`config.mk`:
```
export PLATFORM = sky130hd
export DESIGN_NAME = signed_addsub_pipe
export DESIGN_NICKNAME = d
export VERILOG_FILES = /design/src/rtl/signed_addsub_pipe.sv
export SDC_FILE = /design/constraint.sdc
export NUM_CORES = 1
export LEC_CHECK = 0
export BUFFER_PORTS_ARGS = -buffer_cell sky130_fd_sc_hd__buf_2
export CAP_MARGIN = 20
export CORE_MARGIN = 4
export CORE_UTILIZATION = 57
export CTS_CLUSTER_DIAMETER = 30
export CTS_CLUSTER_SIZE = 28
export DETAILED_ROUTE_END_ITERATION = 12
export PLACE_DENSITY = 0.8
export RECOVER_POWER = 25
export SLEW_MARGIN = 25
export SYNTH_ARGS = -nofsm -noshare
export SYNTH_HDL_FRONTEND = slang
export SYNTH_SLANG_ARGS = --single-unit
```
`constraint.sdc`:
```
create_clock -name clk -period 4.75 [get_ports clk]
set_clock_uncertainty 0.2 [all_clocks]
set_input_delay 0.475 -clock clk [delete_from_list [all_inputs] [get_ports clk]]
set_output_delay 0.475 -clock clk [all_outputs]
set_load 0.005 [all_outputs]
```
`src/rtl/signed_addsub_pipe.sv`:
```
// signed_addsub_pipe: N-lane signed add/subtract with a two-stage
// valid/ready pipeline and selectable overflow formatting.
//
// Handshake: a beat transfers on a rising edge where valid && ready.
// in_ready is combinational from out_ready (no skid buffer). Once
// out_valid is high, result and ovf stay stable until out_ready is seen.
module signed_addsub_pipe #(
  parameter int WIDTH = 13,
  parameter int LANES = 3
) (
  input  logic                   clk,
  input  logic                   rst_n,
  input  logic                   in_valid,
  output logic                   in_ready,
  input  logic                   op,
  input  logic [1:0]             mode,
  input  logic [LANES*WIDTH-1:0] dataa,
  input  logic [LANES*WIDTH-1:0] datab,
  output logic                   out_valid,
  input  logic                   out_ready,
  output logic [LANES*WIDTH-1:0] result,
  output logic [LANES-1:0]       ovf,
  output logic [LANES-1:0]       ovf_sticky,
  input  logic                   ovf_clr
);

  localparam int SW = WIDTH + 1;

  logic                   r_s1_valid;
  logic [1:0]             r_s1_mode;
  logic [LANES*SW-1:0]    r_s1_sum;
  logic                   r_s2_valid;
  logic [LANES*WIDTH-1:0] r_result;
  logic [LANES-1:0]       r_ovf;
  logic [LANES-1:0]       r_sticky;

  logic                   w_s1_adv;
  logic                   w_s2_adv;
  logic                   w_out_hs;
  logic [LANES*SW-1:0]    w_sum;
  logic [LANES*WIDTH-1:0] w_fmt;
  logic [LANES-1:0]       w_ovf;

  // Bubbles collapse: an empty stage always advances.
  assign w_s2_adv = !r_s2_valid || out_ready;
  assign w_s1_adv = !r_s1_valid || w_s2_adv;
  assign w_out_hs = r_s2_valid && out_ready;

  assign in_ready   = w_s1_adv;
  assign out_valid  = r_s2_valid;
  assign result     = r_result;
  assign ovf        = r_ovf;
  assign ovf_sticky = r_sticky;

  for (genvar i = 0; i < LANES; i++) begin : g_lane
    logic [SW-1:0]    w_a;
    logic [SW-1:0]    w_b;
    logic [SW-1:0]    w_s;
    logic [WIDTH-1:0] w_r;

    // Sign-extend to WIDTH+1 so the sum is exact; lanes never share a carry.
    assign w_a = {dataa[i*WIDTH+WIDTH-1], dataa[i*WIDTH +: WIDTH]};
    assign w_b = {datab[i*WIDTH+WIDTH-1], datab[i*WIDTH +: WIDTH]};
    assign w_sum[i*SW +: SW] = op ? (w_a - w_b) : (w_a + w_b);

    assign w_s      = r_s1_sum[i*SW +: SW];
    assign w_ovf[i] = w_s[WIDTH] ^ w_s[WIDTH-1];

    // Format the full-precision sum into WIDTH bits according to mode.
    always_comb begin
      w_r = w_s[WIDTH-1:0];
      case (r_s1_mode)
        2'd0: w_r = {w_s[WIDTH], w_s[WIDTH-2:0]};
        2'd1: begin
          if (w_ovf[i]) begin
            w_r = w_s[WIDTH] ? {1'b1, {(WIDTH-1){1'b0}}}
                             : {1'b0, {(WIDTH-1){1'b1}}};
          end
        end
        default: w_r = w_s[WIDTH-1:0];
      endcase
    end

    assign w_fmt[i*WIDTH +: WIDTH] = w_r;
  end

  // Stage 1: capture mode and exact per-lane sums on input acceptance.
  always_ff @(posedge clk or negedge rst_n) begin
    if (!rst_n) begin
      r_s1_valid <= 1'b0;
      r_s1_mode  <= 2'd0;
      r_s1_sum   <= '0;
    end else if (w_s1_adv) begin
      r_s1_valid <= in_valid;
      if (in_valid) begin
        r_s1_mode <= mode;
        r_s1_sum  <= w_sum;
      end
    end
  end

  // Stage 2: register formatted results and overflow flags.
  always_ff @(posedge clk or negedge rst_n) begin
    if (!rst_n) begin
      r_s2_valid <= 1'b0;
      r_result   <= '0;
      r_ovf      <= '0;
    end else if (w_s2_adv) begin
      r_s2_valid <= r_s1_valid;
      if (r_s1_valid) begin
        r_result <= w_fmt;
        r_ovf    <= w_ovf;
      end
    end
  end

  // Sticky overflow: a handshake's flags win over a simultaneous clear.
  always_ff @(posedge clk or negedge rst_n) begin
    if (!rst_n) begin
      r_sticky <= '0;
    end else if (w_out_hs) begin
      r_sticky <= ovf_clr ? r_ovf : (r_sticky | r_ovf);
    end else if (ovf_clr) begin
      r_sticky <= '0;
    end
  end

endmodule
```
; ---- Word level (Yosys, flattened, before mapping)
; Index checks and enable logic that the tools add are counted.
[classes]
add_sub_neg = 6
n_eq_ne = 1
muxes = 15
n_bitwise = 4
n_reduce_logical = 9
[op_table]
columns = op, n
row1 = 2-to-1 mux 13 bit, 6
row2 = case mux 13 bit (2 select lines), 3
row3 = adder 13 x 13 -> 14 bit, 3
row4 = 2-to-1 mux 14 bit, 3
row5 = subtractor 13 x 13 -> 14 bit, 3
row6 = 2-to-1 mux 3 bit, 3
row7 = AND reduction 2 bit, 2
row8 = bitwise OR 3 bit, 1
row9 = bitwise XOR 1 bit, 3
row10 = "== test 2 x 1 -> 1 bit, second input constant", 1
row11 = logical NOT 1 bit, 2
row12 = logical NOT 2 bit, 1
row13 = logical OR 1 bit, 2
row14 = nonzero test 2 bit, 1
row15 = logical AND 1 bit, 1
[word_totals]
ff_bits = 91
inputBits = 86
out_inout_bits = 47
elab_cells = 42

; ---- Logic depth before layout (Yosys ltp)
; Gate-level depths: netlist of the first run.
[logic_depth]
depth_word = 4
ltp_mapped = 12
mapped_depth_nobuf = 12

; ---- Worst setup path after synthesis of the first run
; OpenSTA, ideal clock, no wires.
[synth_path]
path_kind = input to register
from = input port op
to = register r_s1_sum[22]
setup_time_ns = 0.129
t_arrival_ns = 2.760
t_required_ns = 4.421
setup_slack_ns = 1.661
path_stages = 10
path_buffers = 2
path_cell_list = clkbuf_1 > clkbuf_1 > mux2i_1 > fa_1 > a211oi_1 > nor2_1 > or3_1 > a21oi_1 > xor2_1 > o21ai_1
[synth_via]
elab_chain_cells = 1
[synth_lines]
columns = element, line
row1 = start: declaration, 15  ; input logic op,
row2 = 2-to-1 mux 14 bit, 64  ; assign w_sum[i*SW +: SW] = op ? (w_a - w_b) : (w_a + w_b);
row3 = end signal: assignment, 97  ; r_s1_sum <= w_sum;
row4 = end: declaration, 31  ; logic [LANES*SW-1:0] r_s1_sum;
; Every way passes these cells.
; A chain may end at the register's enable or synchronous reset.

; ---- Worst setup path after layout of the first run
[layout_path]
from = input port datab[16]
to = register r_s1_sum[26]
[layout_via]
elab_chain_cells = 2
elab_cells_between_ends = 3
classes_between = add/sub: 2 / mux: 1
[layout_lines]
columns = element, line
row1 = start: declaration, 18  ; input logic [LANES*WIDTH-1:0] datab,
row2 = adder 13 x 13 -> 14 bit / subtractor 13 x 13 -> 14 bit (equally long branches), 64
row3 = 2-to-1 mux 14 bit *, 64
; Every way passes the cells marked *; elsewhere a longest branch is shown, timed or not.

==> results of run 1 <==
==> flip-flops by register name, summed over array words and instances, names as in the netlist <==
name        flops
ovf             3
r_s1_mode       2
result         39
r_s1_sum       42
ovf_sticky      3
r_s1_valid      1
out_valid       1
==> cells by family (layout without fill, tap and decap cells) <==
kind of cell / Yosys count / in the layout / synth area share, %
AOI/OAI and AO/OA: 251 / 251 / 22.97
xor gates and xnor gates: 64 / 64 / 8.796
adders and majority gates: 51 / 51 / 10.37
buffers and inverters: 62 / 177 / 3.809
DFF: 91 / 91 / 35.74
muxes: 3 / 3 / 0.4713
and+or+nand+nor: 237 / 237 / 17.85
==> through the flow <==
step | instance area [um2] | utilization, % | worst slack (ns) | total power [uW] | std cells
2_1_floorplan | 6372 | - | 1.661 | 1851 | 759
3_3_place_gp | 7089 | 65.11 | 1.365 | 2222 | 998
3_5_place_dp | 7093 | 65.15 | 1.288 | 2277 | 998
4_1_cts | 7350 | 67.50 | 1.653 | 2933 | 1014
5_1_grt | 7343 | 67.44 | 1.362 | 3144 | 1014
6_report | 7343 | 67.44 | 1.619 | 2923 | 1014
==> cell usage after synthesis (3+ instances only) <==
cell,number
and3_1,4
fa_1,3
xnor2_1,50
o21a_1,11
a211oi_1,14
a21o_1,15
buf_2,7
a21oi_1,85
mux2i_1,3
inv_1,27
nand3_1,10
nand2b_1,15
or3_1,3
xor2_1,14
o21ai_0,79
o31ai_1,7
nor3_1,15
nor2_1,49
a31oi_1,10
dfrtp_1,91
and2_1,4
nor3b_1,4
o21ai_1,13
ha_1,48
clkbuf_1,26
nor4_4,5
nand2_1,116
==> cells in the final DEF (no fill, tap or decap), types with 5 or more instances in the layout <==
cell type and n:
o21ai_1 13, nor2_1 49, o31ai_1 7, a31oi_1 10, nand3_1 10, a211oi_1 14, inv_1 27, dfrtp_1 91
ha_1 48, o21ai_0 79, o21a_1 11, buf_2 131, nor3_1 15, xnor2_1 50, a21o_1 15, nand2_1 114
nor4_4 5, clkbuf_8 9, nand2b_1 15, xor2_1 14, a21oi_1 85
==> layout make-up <==
cell class	count	area share (%)
Clock buffer	11	1.789
Clock inverter	5	1.704
Inverter	27	1.380
Multi-Input combinational cell	606	52.53
Sequential cell	91	31.01
Tap cell	140	2.385
Timing Repair Buffer	134	9.201
==> critical path, cell delays in order <==
cell and delay (ns):
buf_2 0.12, or3_4 0.41, nor3b_1 0.42, nor2_1 0.10
xnor2_1 0.16, ha_1 0.23, a2111oi_0 0.42, o21ai_1 0.15
and3_1 0.18, a211oi_2 0.21, xor2_1 0.18, o21ai_0 0.09
==> power by group through the flow <==
stage | Combinational, uW | Sequential [uW] | Clock, uW
finish | 1080 | 1190 | 655
global route | 1230 | 1220 | 700
CTS | 1080 | 1190 | 664
detailed placement | 1080 | 1200 | 0
global placement | 1030 | 1190 | 0
floorplan | 680 | 1170 | 0
==> routing by layer <==
layer / share of wire (%) / track usage, % / vias up
met5: 0 / 0 / -
met4: 1.4 / 5.769 / 0
met3: 6.8 / 3.714 / 19
met2: 42 / 33.57 / 208
met1: 50 / 37.03 / 2668
li1: - / - / 2884
==> worst paths after layout <==
kind | startpoint | end | slack (ns) | cells after the start
min | mode[1] | r_s1_mode[1] | 0.13 | 3
max in group asynchronous | rst_n | r_s1_sum[17] | 2.58 | 1
min in group asynchronous | rst_n | result[29] | 0.54 | 1
min reg2reg | result[21] | result[21] | 0.28 | 2
max | datab[16] | r_s1_sum[26] | 1.62 | 12
max reg2reg | r_s1_sum[12] | result[4] | 2.40 | 6
==> out/qor.yml, run 1 <==
outcome:
  status: "finished with violations"
  violations: "max-capacitance violations, max-slew violations"
grt:
  grt_util_all_layers_pct: 23.44
  grt_pass1_vias: 5379
  grt-ovfl-total: 0
  grt_first_pass_wirelength_um: 25160
  grt_max_degree: 92
  antenna_found_initial: 0
timing:
  holdWs_ns: 0.1327
  rsz0062_at_grt: "false"
  worst-slew-pin-transition_ns: 2.123
  hold_viol_final: 0
  setup_viol: 0
  slew_headroom_pct: -41.55
  setup_tns_ns: 0
  fin_crit_ns: 3.131
  finalMaxSlewViolations: 92
  max_freq_mhz: 319.3
  finalCritPeriodShare_pct: 65.92
drt:
  dr.pass1.iters: 5
  via_count: 5779
  remaining_drc_errors: 0
  drtAntennaViolNets: 0
  totalWireLength_um: 14860
  dr.first_iter.drc_count: 382
  avgViaCountPerCell: 5.699
  wl_per_cell_um: 14.65
pwr:
  p_sw_share_pct: 35.05
  clkPwrFrac_pct: 22.4
  vdd_drop_max_mv: 0.2436
  powerDensity_mw_per_mm2: 398.1
  p_seq_share_pct: 40.6
  p_comb_share_pct: 37.0
  leakage_uw: 0.003496
  internal_power_uw: 1899
  switching_power_uw: 1025
cells_and_area:
  layout.area.seq_mm2: 0.002277
  syn_to_final_growth_pct: 15.24
  drive_above_1_share_pct: 18.31
  finalNetCount: 1006
  nFillCells: 928
  diodes: 0
  multi_input_area_mm2: 0.003857
logic_synthesis:
  ys_types: 50
  synthCells: 759
  synthTopCellsByArea: "dfrtp_1, ha_1, xnor2_1, nand2_1, a21oi_1"
  avgSynthCellArea_um2: 8.396
  ys_seq_elements: 91
  async_reset_ff_share_pct: 100.0
  synth_top_area_cell: "dfrtp_1"
  synth_ff_type: "dfrtp_1"
  ys_warn_count: 0
  syn_area_mm2: 0.006372
  synth-edff-count: 0
  yosysTopAreaCellShare_pct: 35.74
  yosysSeqAreaShare_pct: 35.74
  synth_nets: 896
critical_path:
  required_ns: 4.76
  arrival_ns: 3.14
  cp-start-kind: "input port"
  worst-setup-path-type: "input port to flip-flop"
  worstPathMaxFanout: 5
  end_kind: "flip-flop"
floorplanning:
  io_pins: 133
  die_h_um: 113.7
  rows: 38
  die_area_mm2: 0.01294
  initial_core_util_pct: 58.53
  coreArea_mm2: 0.01089
  die_w_um: 113.7
hold_path:
  min_path_type: "input port to flip-flop"
clock_tree:
  cts_tree: "yes"
  cts_hold_buffers: 0
  clk_pin_slew_ns: 0.08
  cts.htree.levels: 3
  root_buffer: "clkbuf_8"
  clockBufferDepth: 2
  cts_resized: 0
  cts_setup_buffers: 0
  clock_latency_ns: 0.36
  cts_inserted_buffers: 9
  cts.sinks: 91
placed_design:
  hpwl_um: 11840
  place_congestion: 0.9531
  io_buffer_count: 132
job:
  drv_cap: 1
(Power assumes the default switching activity.)
==> run 2, diff against run 1 <==
CORE_UTILIZATION = 56   (was 57)
PLACE_DENSITY = 0.78   (was 0.8)
clock period = 3 ns   (was 4.75 ns; I/O delays follow)
==> out/qor.yml, run 2 (same netlist as run 1, synthesis figures left out) <==
outcome:
  status: "completed"
cells_and_area:
  diodes: 0  # unchanged
  drive_above_1_share_pct: 21.92  # +3.6 points
  layout_common_cells: "buf_2, nand2_1, dfrtp_1, a21oi_1, o21ai_0"
  nFillCells: 878  # -5.4%
  fin_cells: 1066  # +5.1%
  mostFrequentLayoutCell: "buf_2"
  syn_to_final_growth_pct: 22.64
  regMostFlops: "r_s1_sum"
  finalNetCount: 1058  # +5.2%
  largest_reg_flops: 42  # unchanged
  postLayoutCoreUtil_pct: 71.16  # +3.7 points
floorplanning:
  rows: 38  # unchanged
  io_pins: 133  # unchanged
  die_h_um: 114.7  # +0.83%
  die_area_mm2: 0.01315  # +1.7%
  coreArea_mm2: 0.01098  # +0.87%
  initial_core_util_pct: 58.02  # -0.51 points
  die_w_um: 114.7  # +0.83%
timing:
  hold_viol_final: 0  # unchanged
  finalCritPeriodShare_pct: 95.60
  fin_ws_ns: 0.1320  # -1.487 ns
  finalMaxSlewViolations: 0  # -100%
  fin_crit_ns: 2.868
  slew_headroom_pct: 34.77  # +76 points
  holdWs_ns: 0.06274  # -0.06997 ns
  max_freq_mhz: 348.7
  rsz0062_at_grt: "false"
  worst-slew-pin-transition_ns: 0.9785  # -1.145 ns
  setup_viol: 0  # unchanged
clock_tree:
  clk_pin_slew_ns: 0.06  # -0.02 ns
  cts.htree.levels: 3  # unchanged
  root_buffer: "clkbuf_16"
  clock_latency_ns: 0.34  # -0.02 ns
  clockBufferDepth: 2  # unchanged
  cts.sinks: 91  # unchanged
  cts_setup_buffers: 0  # unchanged
  cts_tree: "yes"
  cts_inserted_buffers: 9  # unchanged
pwr:
  vdd_drop_max_mv: 0.4096  # +68%
  leakage_uw: 0.003758  # +7.5%
  powerDensity_mw_per_mm2: 622.5  # +56%
placed_design:
  place_congestion: 0.9216  # -3.3%
  io_buffer_count: 132  # unchanged
  hpwl_um: 12510  # +5.7%
  pre_cts_ws_ns: -0.1851  # -1.473 ns
  placed_cells: 1045  # +4.7%
hold_path:
  min_path_type: "input port to flip-flop"
drt:
  dr.first_iter.drc_count: 393  # +2.9%
  via_count: 5972  # +3.3%
  wl_per_cell_um: 14.86  # +1.4%
  avgViaCountPerCell: 5.602  # -1.7%
  dr.pass1.iters: 4  # -1
  totalWireLength_um: 15840  # +6.6%
  drtAntennaViolNets: 0  # unchanged
  remaining_drc_errors: 0  # unchanged
job:
  drv_cap: 0  # -1
critical_path:
  required_ns: 3.00  # -1.76 ns
  cp-start-kind: "input port"
  arrival_ns: 2.87  # -0.27 ns
  worst-setup-path-type: "input port to flip-flop"
  end_kind: "flip-flop"
  worstPathMaxFanout: 4  # -1
grt:
  grt_pass1_vias: 5780  # +7.5%
  grt_util_all_layers_pct: 24.57  # +1.1 points
  grt_first_pass_wirelength_um: 26700  # +6.1%
  grt-ovfl-total: 0  # unchanged
  antenna_found_initial: 0  # unchanged
  grt_max_degree: 55  # -40%
-- run 2: area by class of cell --
| cell class | count | area, um2 | share of cell area [%] |
|---|---|---|---|
| timing repair buffer | 186 | 1081 | 13.83 |
| multi-input combinational | 606 | 3870 | 49.52 |
| clock buffer | 11 | 252.7 | 3.234 |
| clock inverter | 5 | 57.56 | 0.7365 |
| inverter | 27 | 101.3 | 1.297 |
| sequential | 91 | 2277 | 29.14 |
| tap | 140 | 175.2 | 2.241 |
-- run 2: timing repair --
action / in CTS / in global routing
gates resized for setup: 0 / 4
hold endpoints to repair: 43 / 0
endpoints found under the setup margin: 0 / 3
hold buffers: 5 / 0
-- run 2: path summary, 6_finish.rpt --
| check | cells past startpoint | slack (ns) | to | start |
|---|---|---|---|---|
| setup / recovery | 12 | 0.13 | r_s1_sum[24] | datab[16] |
| hold / removal | 3 | 0.06 | ovf_sticky[2] | out_ready |
| setup reg to reg | 6 | 0.53 | result[9] | r_s1_sum[12] |
| hold reg to reg | 2 | 0.27 | result[21] | result[21] |
| max in group asynchronous | 3 | 1.34 | r_s1_sum[25] | rst_n |
| min in group asynchronous | 2 | 0.45 | result[34] | rst_n |
-- run 2: worst max-delay path, cell delays in order --
cell and delay (ns):
buf_2 0.11, or3_4 0.41, nor4_4 0.17, a21oi_1 0.12, xnor2_1 0.14, ha_1 0.33
a2111oi_1 0.38, o21ai_1 0.17, a21o_1 0.19, a21oi_1 0.17, xor2_1 0.28, o21ai_0 0.11
-- run 2: report_power, final --
part	internal [uW]	switching, uW
Clock	694	471
Sequential	1620	272
Combinational	822	987
-- run 2: per-layer routing --
| metal | vias to the layer above | share of wire [%] | global-route usage, % |
|---|---|---|---|
| li1 | 2988 | - | - |
| met1 | 2783 | 48 | 37.09 |
| met2 | 189 | 44 | 37.80 |
| met3 | 12 | 6.6 | 2.696 |
| met4 | 0 | 1.1 | 6.017 |
| met5 | - | 0 | 0 |
-- run 2: metrics by stage --
stage	power, uW	area [um2]	setup TNS [ns]
final	4865	7815	0
after global routing	5213	7815	0
after CTS	4880	7815	0
after detailed placement	3695	7455	-0.7488
after floorplan	2931	6372	0
after global placement	3616	7455	-0.1194
==> run 3, diff against run 2 <==
CORE_UTILIZATION = 51   (was 56)
PLACE_DENSITY = 0.75   (was 0.78)
clock period = 2.5 ns   (was 3 ns; I/O delays follow)
==> out/qor.yml, run 3 (same netlist as run 1, synthesis figures left out) <==
cells_and_area:
  largest_reg_flops: 42  # unchanged
  regMostFlops: "r_s1_sum"
  diodes: 0  # unchanged
  syn_to_final_growth_pct: 39.51
  mostFrequentLayoutCell: "buf_4"
  drive_above_1_share_pct: 33.17  # +11 points
  design_area_mm2: 0.008890  # +14%
  postLayoutCoreUtil_pct: 73.40  # +2.2 points
  finalNetCount: 1145  # +8.2%
  nFillCells: 987  # +12%
  layout_common_cells: "buf_4, buf_2, nand2_1, dfrtp_1, o21ai_0"
pwr:
  leakage_uw: 0.004282  # +14%
  powerDensity_mw_per_mm2: 701.4  # +13%
  vdd_drop_max_mv: 0.3406  # -17%
timing:
  setup_tns_ns: -0.3280  # -0.3280 ns
  fin_ws_ns: -0.1289  # -0.2609 ns
  setup_viol: 7  # +7
  worst-slew-pin-transition_ns: 0.8697  # -0.1088 ns
  rsz0062_at_grt: "true"
  max_freq_mhz: 380.4
  fin_crit_ns: 2.629
  finalMaxSlewViolations: 0  # unchanged
  slew_headroom_pct: 42.02  # +7.3 points
  hold_viol_final: 0  # unchanged
  finalCritPeriodShare_pct: 105.2
floorplanning:
  rows: 40  # +5.3%
  initial_core_util_pct: 52.61  # -5.4 points
  die_h_um: 119.8  # +4.5%
  coreArea_mm2: 0.01211  # +10%
  die_area_mm2: 0.01435  # +9.1%
  io_pins: 133  # unchanged
  die_w_um: 119.8  # +4.5%
critical_path:
  slowest_stage: "or3_4"
  crit_chain: "buf_6 > or3_4 > nor4_4 > a21oi_2 > xnor2_1 > ha_1 > a2111oi_4 > o21ai_1 > and3_1 > a211oi_2 > xor2_1 > o21ai_1"
  arrival_ns: 2.65  # -0.22 ns
  worst-setup-path-type: "input port to flip-flop"
  critPathMaxStageDelay_ns: 0.42  # about the same
  worstPathMaxFanout: 5  # +1
  cp-start-kind: "input port"
  cp_common_cell: "o21ai_1"
  end_kind: "flip-flop"
  required_ns: 2.52  # -0.48 ns
clock_tree:
  cts.sinks: 91  # unchanged
  cts_tree: "yes"
  root_buffer: "clkbuf_16"
  clockBufferDepth: 2  # unchanged
  cts_inserted_buffers: 9  # unchanged
  cts.htree.levels: 3  # unchanged
  clock_latency_ns: 0.34  # about the same
  clk_pin_slew_ns: 0.06  # about the same
drt:
  totalWireLength_um: 17270  # +9.0%
  dr.first_iter.drc_count: 411  # +4.6%
  dr.pass1.iters: 5  # +1
  remaining_drc_errors: 0  # unchanged
  avgViaCountPerCell: 5.374  # -4.1%
  wl_per_cell_um: 14.62  # -1.6%
  drtAntennaViolNets: 0  # unchanged
  via_count: 6347  # +6.3%
placed_design:
  place_congestion: 0.9038  # -1.9%
  hpwl_um: 13720  # +9.7%
  dpl-instance-area_mm2: 0.008220  # +10%
  io_buffer_count: 132  # unchanged
grt:
  grt_util_all_layers_pct: 24.02  # -0.55 points
  grt-ovfl-total: 0  # unchanged
  grt_max_degree: 58  # +5.5%
  grt_first_pass_wirelength_um: 28910  # +8.3%
  grt_pass1_vias: 6233  # +7.8%
  antenna_found_initial: 0  # unchanged
hold_path:
  min_path_type: "input port to flip-flop"
outcome:
  status: "finished with violations"
  violations: "negative setup slack"
job:
  drv_cap: 0  # unchanged
[run 3: repair_timing]
item                                    in CTS  in global routing
cloned                                       0                  0
endpoints found under the setup margin      11                 16
hold buffers                                 5                  0
gates resized for setup                     10                 39
endpoints found under the hold margin       40                  0
setup buffers                                3                  9
pin swaps                                   16                 35
[run 3: through the flow]
stage / total power, uW / hold slack, ns / cells / setup slack, ns
after floorplan: 3574 / -0.2456 / 759 / -0.2831
after global placement: 4577 / 0.02153 / 1148 / -0.3749
after detailed placement: 4703 / 0.02822 / 1148 / -0.4799
after CTS: 6191 / 0.00002448 / 1172 / -0.09519
after global routing: 6673 / 0.01469 / 1181 / -0.2408
final: 6235 / 0.01691 / 1181 / -0.1289
[run 3: power breakdown]
group          leakage [uW]  switching, uW  internal (uW)
logic               0.00300           1280           1220
registers           0.00112            338           1940
clock network      0.000159            523            928
total               0.00428           2140           4090
[run 3: routing by layer]
layer / share of wire [%] / global-route usage [%]
met1: 47 / 34.30
met2: 46 / 38.77
met3: 5.3 / 3.723
met4: 1.3 / 5.297
met5: 0 / 0
[run 3: cell type report]
type | instances | area, um2 | area share [%]
clock buffers | 12 | 256.5 | 2.885
clock inverters | 4 | 72.57 | 0.8163
inverters | 27 | 101.3 | 1.140
multi-input cells | 606 | 4138 | 46.54
flip-flops and latches | 91 | 2277 | 25.62
well taps | 168 | 210.2 | 2.365
repair buffers | 273 | 1834 | 20.63
[run 3: worst max-delay path, delay by kind of cell]
kind | cells | cell delay [ns]
and+or+nand+nor | 3 | 0.80
xor gates and xnor gates | 2 | 0.30
AOI/OAI and AO/OA | 5 | 0.84
buffers and inverters | 1 | 0.09
adders and majority gates | 1 | 0.36
[run 3: final timing paths]
check | endpoint | slack, ns | from | cells past startpoint
min in group asynchronous | result[36] | 0.37 | rst_n | 2
worst min-delay path | ovf_sticky[1] | 0.02 | out_ready | 3
worst max register to register | result[29] | 0.37 | r_s1_sum[40] | 7
worst max-delay path | r_s1_sum[40] | -0.13 | datab[29] | 12
max in group asynchronous | r_s1_sum[15] | 0.95 | rst_n | 3
worst min register to register | result[15] | 0.27 | result[15] | 2
